File: src/rtl/uart_pkg.sv
// uart_pkg
// Shared definitions for the UART core:
//   PAR_NONE / PAR_ODD / PAR_EVEN - parity modes
//   tx_state_e / rx_state_e       - TX and RX FSM states
//   calc_div()                    - clk cycles per oversample tick
//   parity_bit()                  - parity bit for a data word
package uart_pkg;

   localparam int PAR_NONE = 0;
   localparam int PAR_ODD  = 1;
   localparam int PAR_EVEN = 2;

   typedef enum logic [2:0] {
      TX_IDLE,
      TX_START,
      TX_DATA,
      TX_PARITY,
      TX_STOP
   } tx_state_e;

   typedef enum logic [2:0] {
      RX_IDLE,
      RX_START,
      RX_DATA,
      RX_PARITY,
      RX_STOP,
      RX_WAIT_HIGH
   } rx_state_e;

   // round(clk_hz / (baud * os)), never below 1
   function automatic int calc_div(input longint clk_hz, input longint baud, input longint os);
      longint d;
      longint q;
      d = baud * os;
      q = (clk_hz + d / 2) / d;
      return (q < 1) ? 1 : int'(q);
   endfunction

   // Words narrower than 9 bits are zero-extended, which leaves the XOR unchanged.
   function automatic logic parity_bit(input logic [8:0] d, input int mode);
      return (mode == PAR_ODD) ? ~^d : ^d;
   endfunction

endpackage

File: src/rtl/uart_baud_gen.sv
// uart_baud_gen
// Oversample tick generator with bit-phase tracking.
//   clk, rst_n : clock, asynchronous active-low reset
//   clr        : restart at phase 0 of a new bit
//   tick       : one pulse every DIV clk
//   bit_mid    : tick that ends the first half of a bit (OVERSAMPLE/2 ticks in)
//   bit_end    : tick that ends a full bit (OVERSAMPLE ticks in)
module uart_baud_gen #(
   parameter int DIV        = 27,
   parameter int OVERSAMPLE = 16
) (
   input  logic clk,
   input  logic rst_n,
   input  logic clr,
   output logic tick,
   output logic bit_mid,
   output logic bit_end
);

   localparam int DW = (DIV > 1) ? $clog2(DIV) : 1;
   localparam int OW = $clog2(OVERSAMPLE);

   logic [DW-1:0] div_q;
   logic [OW-1:0] os_q;

   assign tick    = (div_q == DW'(DIV - 1));
   assign bit_mid = tick && (os_q == OW'(OVERSAMPLE / 2 - 1));
   assign bit_end = tick && (os_q == OW'(OVERSAMPLE - 1));

   always_ff @(posedge clk or negedge rst_n) begin
      if (!rst_n) begin
         div_q <= '0;
         os_q  <= '0;
      end else if (clr) begin
         div_q <= '0;
         os_q  <= '0;
      end else if (tick) begin
         div_q <= '0;
         os_q  <= bit_end ? '0 : os_q + OW'(1);
      end else begin
         div_q <= div_q + DW'(1);
      end
   end

endmodule

File: src/rtl/uart_core.sv
// uart_core
// Full-duplex parametrised UART, valid/ready on both sides.
//   clk, rst_n                  : clock, asynchronous active-low reset
//   tx_data, tx_valid, tx_ready : word to send; accepted when valid & ready
//   tx                          : serial out, idle high
//   rx                          : serial in (asynchronous, synchronised here)
//   rx_data, rx_valid, rx_ready : received word, held until valid & ready
//   rx_parity_err, rx_frame_err : error flags belonging to rx_data
//   rx_overrun                  : 1-cycle pulse, frame dropped because rx_valid was pending
module uart_core
   import uart_pkg::*;
#(
   parameter int CLK_HZ     = 50_000_000,
   parameter int BAUD       = 115200,
   parameter int OVERSAMPLE = 16,
   parameter int DATA_BITS  = 8,
   parameter int PARITY     = 0,
   parameter int STOP_BITS  = 1
) (
   input  logic                 clk,
   input  logic                 rst_n,
   input  logic [DATA_BITS-1:0] tx_data,
   input  logic                 tx_valid,
   output logic                 tx_ready,
   output logic                 tx,
   input  logic                 rx,
   output logic [DATA_BITS-1:0] rx_data,
   output logic                 rx_valid,
   input  logic                 rx_ready,
   output logic                 rx_parity_err,
   output logic                 rx_frame_err,
   output logic                 rx_overrun
);

   localparam int DIV = calc_div(CLK_HZ, BAUD, OVERSAMPLE);

   // ---------------- TX ----------------
   tx_state_e            tx_state_q, tx_state_d;
   logic [DATA_BITS-1:0] tx_shift_q, tx_shift_d;
   logic [3:0]           tx_cnt_q, tx_cnt_d;
   logic                 tx_par_q, tx_par_d;
   logic                 tx_q, tx_d;
   logic                 tx_accept, tx_last_stop, tx_bit_end;
   logic                 tx_tick_unused, tx_mid_unused;

   uart_baud_gen #(.DIV(DIV), .OVERSAMPLE(OVERSAMPLE)) u_tx_baud (
      .clk(clk), .rst_n(rst_n), .clr(tx_accept),
      .tick(tx_tick_unused), .bit_mid(tx_mid_unused), .bit_end(tx_bit_end)
   );

   // Ready also in the final cycle of the last stop bit so back-to-back words have no gap.
   assign tx_last_stop = (tx_state_q == TX_STOP) && tx_bit_end && (tx_cnt_q == 4'(STOP_BITS - 1));
   assign tx_ready     = (tx_state_q == TX_IDLE) || tx_last_stop;
   assign tx_accept    = tx_valid && tx_ready;
   assign tx           = tx_q;

   always_comb begin
      tx_state_d = tx_state_q;
      tx_shift_d = tx_shift_q;
      tx_cnt_d   = tx_cnt_q;
      tx_par_d   = tx_par_q;
      tx_d       = tx_q;
      case (tx_state_q)
         TX_IDLE: tx_d = 1'b1;
         TX_START: if (tx_bit_end) begin
            tx_state_d = TX_DATA;
            tx_d       = tx_shift_q[0];
            tx_cnt_d   = '0;
         end
         TX_DATA: if (tx_bit_end) begin
            if (tx_cnt_q == 4'(DATA_BITS - 1)) begin
               tx_cnt_d = '0;
               if (PARITY != PAR_NONE) begin
                  tx_state_d = TX_PARITY;
                  tx_d       = tx_par_q;
               end else begin
                  tx_state_d = TX_STOP;
                  tx_d       = 1'b1;
               end
            end else begin
               tx_shift_d = tx_shift_q >> 1;
               tx_d       = tx_shift_q[1];
               tx_cnt_d   = tx_cnt_q + 4'd1;
            end
         end
         TX_PARITY: if (tx_bit_end) begin
            tx_state_d = TX_STOP;
            tx_d       = 1'b1;
            tx_cnt_d   = '0;
         end
         TX_STOP: if (tx_bit_end) begin
            if (tx_last_stop) tx_state_d = TX_IDLE;
            else              tx_cnt_d   = tx_cnt_q + 4'd1;
         end
         default: begin
            tx_state_d = TX_IDLE;
            tx_d       = 1'b1;
         end
      endcase
      // An accept overrides everything: it can happen in IDLE or at the end of the last stop bit.
      if (tx_accept) begin
         tx_state_d = TX_START;
         tx_shift_d = tx_data;
         tx_par_d   = parity_bit(9'(tx_data), PARITY);
         tx_d       = 1'b0;
      end
   end

   always_ff @(posedge clk or negedge rst_n) begin
      if (!rst_n) begin
         tx_state_q <= TX_IDLE;
         tx_shift_q <= '0;
         tx_cnt_q   <= '0;
         tx_par_q   <= 1'b0;
         tx_q       <= 1'b1;
      end else begin
         tx_state_q <= tx_state_d;
         tx_shift_q <= tx_shift_d;
         tx_cnt_q   <= tx_cnt_d;
         tx_par_q   <= tx_par_d;
         tx_q       <= tx_d;
      end
   end

   // ---------------- RX ----------------
   rx_state_e            rx_state_q, rx_state_d;
   logic [DATA_BITS-1:0] rx_shift_q, rx_shift_d;
   logic [3:0]           rx_cnt_q, rx_cnt_d;
   logic                 rx_par_bit_q, rx_par_bit_d;
   logic                 rx_meta_q, rx_sync_q;
   logic                 rx_done, rx_handshake, rx_bit_mid;
   logic                 rx_tick_unused, rx_end_unused;
   logic [DATA_BITS-1:0] rx_data_q, rx_data_d;
   logic                 rx_valid_q, rx_valid_d;
   logic                 rx_perr_q, rx_perr_d;
   logic                 rx_ferr_q, rx_ferr_d;
   logic                 rx_ovr_q, rx_ovr_d;

   // Held in reset while idle so the first bit_mid lands in the middle of the start bit.
   uart_baud_gen #(.DIV(DIV), .OVERSAMPLE(OVERSAMPLE)) u_rx_baud (
      .clk(clk), .rst_n(rst_n), .clr(rx_state_q == RX_IDLE),
      .tick(rx_tick_unused), .bit_mid(rx_bit_mid), .bit_end(rx_end_unused)
   );

   always_comb begin
      rx_state_d   = rx_state_q;
      rx_shift_d   = rx_shift_q;
      rx_cnt_d     = rx_cnt_q;
      rx_par_bit_d = rx_par_bit_q;
      rx_done      = 1'b0;
      case (rx_state_q)
         RX_IDLE: if (!rx_sync_q) rx_state_d = RX_START;
         RX_START: if (rx_bit_mid) begin
            // line already back high at mid-start: treat as a glitch
            rx_state_d = rx_sync_q ? RX_IDLE : RX_DATA;
            rx_cnt_d   = '0;
         end
         RX_DATA: if (rx_bit_mid) begin
            rx_shift_d = {rx_sync_q, rx_shift_q[DATA_BITS-1:1]};
            if (rx_cnt_q == 4'(DATA_BITS - 1))
               rx_state_d = (PARITY != PAR_NONE) ? RX_PARITY : RX_STOP;
            else
               rx_cnt_d = rx_cnt_q + 4'd1;
         end
         RX_PARITY: if (rx_bit_mid) begin
            rx_par_bit_d = rx_sync_q;
            rx_state_d   = RX_STOP;
         end
         RX_STOP: if (rx_bit_mid) begin
            rx_done    = 1'b1;
            rx_state_d = rx_sync_q ? RX_IDLE : RX_WAIT_HIGH;
         end
         RX_WAIT_HIGH: if (rx_sync_q) rx_state_d = RX_IDLE;
         default: rx_state_d = RX_IDLE;
      endcase
   end

   assign rx_handshake = rx_valid_q && rx_ready;

   always_comb begin
      rx_data_d  = rx_data_q;
      rx_valid_d = rx_valid_q;
      rx_perr_d  = rx_perr_q;
      rx_ferr_d  = rx_ferr_q;
      rx_ovr_d   = 1'b0;
      if (rx_done && (!rx_valid_q || rx_handshake)) begin
         rx_data_d  = rx_shift_q;
         rx_valid_d = 1'b1;
         rx_perr_d  = (PARITY != PAR_NONE) &&
                      (rx_par_bit_q != parity_bit(9'(rx_shift_q), PARITY));
         rx_ferr_d  = !rx_sync_q;
      end else begin
         if (rx_handshake) rx_valid_d = 1'b0;
         if (rx_done)      rx_ovr_d   = 1'b1;
      end
   end

   always_ff @(posedge clk or negedge rst_n) begin
      if (!rst_n) begin
         rx_meta_q    <= 1'b1;
         rx_sync_q    <= 1'b1;
         rx_state_q   <= RX_IDLE;
         rx_shift_q   <= '0;
         rx_cnt_q     <= '0;
         rx_par_bit_q <= 1'b0;
         rx_data_q    <= '0;
         rx_valid_q   <= 1'b0;
         rx_perr_q    <= 1'b0;
         rx_ferr_q    <= 1'b0;
         rx_ovr_q     <= 1'b0;
      end else begin
         rx_meta_q    <= rx;
         rx_sync_q    <= rx_meta_q;
         rx_state_q   <= rx_state_d;
         rx_shift_q   <= rx_shift_d;
         rx_cnt_q     <= rx_cnt_d;
         rx_par_bit_q <= rx_par_bit_d;
         rx_data_q    <= rx_data_d;
         rx_valid_q   <= rx_valid_d;
         rx_perr_q    <= rx_perr_d;
         rx_ferr_q    <= rx_ferr_d;
         rx_ovr_q     <= rx_ovr_d;
      end
   end

   assign rx_data       = rx_data_q;
   assign rx_valid      = rx_valid_q;
   assign rx_parity_err = rx_perr_q;
   assign rx_frame_err  = rx_ferr_q;
   assign rx_overrun    = rx_ovr_q;

endmodule

File: config.mk
export PLATFORM = sky130hd
export DESIGN_NAME = uart_core
export DESIGN_NICKNAME = d
export VERILOG_FILES = /design/src/rtl/uart_pkg.sv /design/src/rtl/uart_baud_gen.sv /design/src/rtl/uart_core.sv
export SDC_FILE = /design/constraint.sdc
export NUM_CORES = 1
export LEC_CHECK = 0
export ABC_CLOCK_PERIOD_IN_PS = 1950
export CORE_UTILIZATION = 58
export DETAILED_ROUTE_END_ITERATION = 10
export GPL_ROUTABILITY_DRIVEN = 1
export HOLD_SLACK_MARGIN = 0.05
export MAX_ROUTING_LAYER = met4
export PLACE_DENSITY = 0.8
export RECOVER_POWER = 100
export SYNTH_ARGS = -nofsm -noshare
export SYNTH_HDL_FRONTEND = slang
export SYNTH_SLANG_ARGS = --single-unit
File: constraint.sdc
create_clock -name clk -period 1.95 [get_ports clk]
set_clock_uncertainty 0.05 [all_clocks]
set_input_delay 0.39 -clock clk [delete_from_list [all_inputs] [get_ports clk]]
set_output_delay 0.39 -clock clk [all_outputs]
set_load 0.02 [all_outputs]
==> qor.yml <==
die_y_um: 76.0
required_ns: 1.51
drt_wl_total_mm: 7.02
via_per_inst: 5.99
min_period_ns: 2.02
maxSlewHeadroom_pct: 45.8
yosysSeqAreaShare_pct: 49.0
nets: 384
slew_violations: 0
synth_cell_types: 64
cts_buffer_depth: 2
core_um2: 5200
p_leak_nw: 1.72
dpl.hpwl_mm: 4.68
final_cell_mix: "dfrtp_1 (59), buf_4 (35), o21ai_0 (23), nor2_1 (22), mux2_2 (14)"
syn2layout_area_growth_pct: 25.2
layout_commonest_cell: "dfrtp_1"
rows: 26
drive_gt1_share_pct: 28.1
clk_latency_ns: 0.34
ys_top_cells_by_area: "dfrtp_1 (47%), mux2_2 (6.0%), o21ai_0 (3.8%)"
drv_cap: 0
setup_slack_ns: -0.0728
tightest_slew_ns: 0.813
firstDrtPassIters: 5
io_buffers: 25
p_total_mw: 3.54
syn_avg_cell_area_um2: 10.7
synth_flop_cell: "dfrtp_1"
wire_per_inst_um: 16.1
cts_buffers: 9
status: "complete, but fails checks"
cts_tree: "done"
grt_first_pass_wirelength_mm: 11.9
htreeDepth: 3
vdd_drop_max_v: 0.000575
drtIter0Drc: 252
cp_max_fo: 2
grt_pass1_vias: 2598
async_flop_share_pct: 100
start_kind: "flop"
synth_top_area_share_pct: 46.5
drtAntennaViolNets: 0
holdWs_ns: 0.309
grt_overflow: 0
gp_congestion: 0.874
syn-cell-area_um2: 3170
drc: 0
hold_violations: 0
fillers: 366
rsz0062_at_grt: "yes"
fmaxAchievable_mhz: 494
chipWidth_um: 76.0
netlist_instances: 296
antenna_found_initial: 0
grt_max_degree: 63
cts_root_buf: "clkbuf_8"
setup_tns_ns: -0.0794
cts.sinks: 62
fin_crit_sh_pct: 104
violations: "negative setup slack"
hold_class: "flop to flop"
worst_ep_arrival_time_ns: 1.58
start_util_pct: 61.0
setup_violations: 3
p_per_area_nw_per_um2: 891
clkTransAtPathRegs_ns: 0.07
endpoint_kind: "output port"
fp.dieArea_um2: 5770
yosysTopAreaCell: "dfrtp_1"
num_vias: 2619
diodes: 0
crit_type: "flop to output port"
ys_ff_latch: 62
yosys_warnings: 0
grt_util_all_layers_pct: 26.7
ioPinCount: 27
syn_nets: 318
synth_edf_count: 0
==> cells by family (layout without fill, tap and decap cells) <==
family / after synthesis / in the layout / synth area share (%)
other cells: 1 / 1 / 0.118
compound gates: 67 / 67 / 14.7
fa+ha+maj: 9 / 9 / 3.55
flops: 62 / 62 / 49.0
simple gates: 105 / 105 / 19.4
xor+xnor: 8 / 8 / 2.21
mux: 20 / 20 / 6.98
buf+inv: 24 / 95 / 3.98
==> worst max-delay path, stage by stage (launching register included) <==
cell and delay (ns):
dfrtp_1 0.38, inv_1 0.10, ha_4 0.14, nor3b_4 0.24
a31oi_4 0.12, nor2_2 0.13, buf_6 0.13
==> routing by layer <==
metal	part of all wire, %	wire [um]	global-route usage, %	vias to the layer above
met4	2.1	146	11.9	0
li1	-	-	-	1216
met1	43	3010	32.3	1302
met5	0	0	-	-
met2	50	3520	43.4	83
met3	4.9	344	5.63	18
==> stage by stage <==
step,cells,instance area [um2],util [%],worst slack [ns]
6_report,437,3980,76.4,-0.0728
5_1_grt,437,3980,76.4,-0.125
4_1_cts,432,3920,75.3,-0.0734
3_5_place_dp,415,3710,71.3,-0.193
3_3_place_gp,415,3710,71.3,-0.186
2_1_floorplan,296,3170,-,0.155
==> power breakdown <==
part / total, mW / switching, mW / internal, mW
clock network: 0.987 / 0.526 / 0.461
logic: 0.939 / 0.477 / 0.462
registers: 1.61 / 0.116 / 1.50
==> timing repair <==
item | 4_1_cts | 5_1_grt
resized for setup | 12 | 15
setup buffers | 0 | 5
pin swaps | 1 | 2
hold buffers | 1 | 0
setup endpoints to repair | 6 | 31
hold endpoints to repair | 59 | 0
==> final cells by class <==
cell class / count / area [um2] / share of cell area [%]
sequential: 62 / 1560 / 39.1
multi-input combinational: 210 / 1550 / 38.9
timing repair buffer: 68 / 571 / 14.4
clock buffer: 9 / 124 / 3.12
tap: 70 / 87.6 / 2.20
clock inverter: 7 / 50.0 / 1.26
inverter: 11 / 41.3 / 1.04
==> flip-flops by register name, summed over array words and instances, names as in the netlist <==
| register | count |
|---|---|
| rx_cnt_q | 4 |
| rx_data | 8 |
| rx_frame_err | 1 |
| rx_meta_q | 1 |
| rx_overrun | 1 |
| rx_shift_q | 8 |
| rx_state_q | 3 |
| rx_sync_q | 1 |
| rx_valid | 1 |
| tx | 1 |
| tx_cnt_q | 4 |
| tx_shift_q | 8 |
| tx_state_q | 3 |
| u_rx_baud.div_q | 5 |
| u_rx_baud.os_q | 4 |
| u_tx_baud.div_q | 5 |
| u_tx_baud.os_q | 4 |
==> synth_stat cells (all sizes together), types with 5 or more instances <==
| library cell | n |
|---|---|
| a31oi | 9 |
| buf | 9 |
| dfrtp | 59 |
| ha | 9 |
| inv | 11 |
| mux2 | 17 |
| nand2 | 11 |
| nand2b | 6 |
| nand3 | 14 |
| nand3b | 5 |
| nor2 | 23 |
| nor3 | 8 |
| nor4 | 7 |
| o211ai | 6 |
| o21ai | 26 |
| xor2 | 5 |
==> final timing paths <==
kind / startpoint / endpoint / slack, ns / depth (start not counted)
max: tx_cnt_q[1]$_DFFE_PN0P_ / tx_ready / -0.07 / 6
min: rx_meta_q$_DFF_PN1_ / rx_sync_q$_DFF_PN1_ / 0.31 / 0
max reg2reg: u_rx_baud.div_q[0]$_DFF_PN0_ / rx_data[5]$_DFFE_PN0P_ / 0 / 7
min reg2reg: rx_meta_q$_DFF_PN1_ / rx_sync_q$_DFF_PN1_ / 0.31 / 0
max in group asynchronous: rst_n / u_tx_baud.div_q[1]$_DFF_PN0_ / 0.58 / 3
min in group asynchronous: rst_n / u_rx_baud.os_q[0]$_DFFE_PN0P_ / 0.73 / 3
No activity file was read; power rests on OpenSTA's default activity.
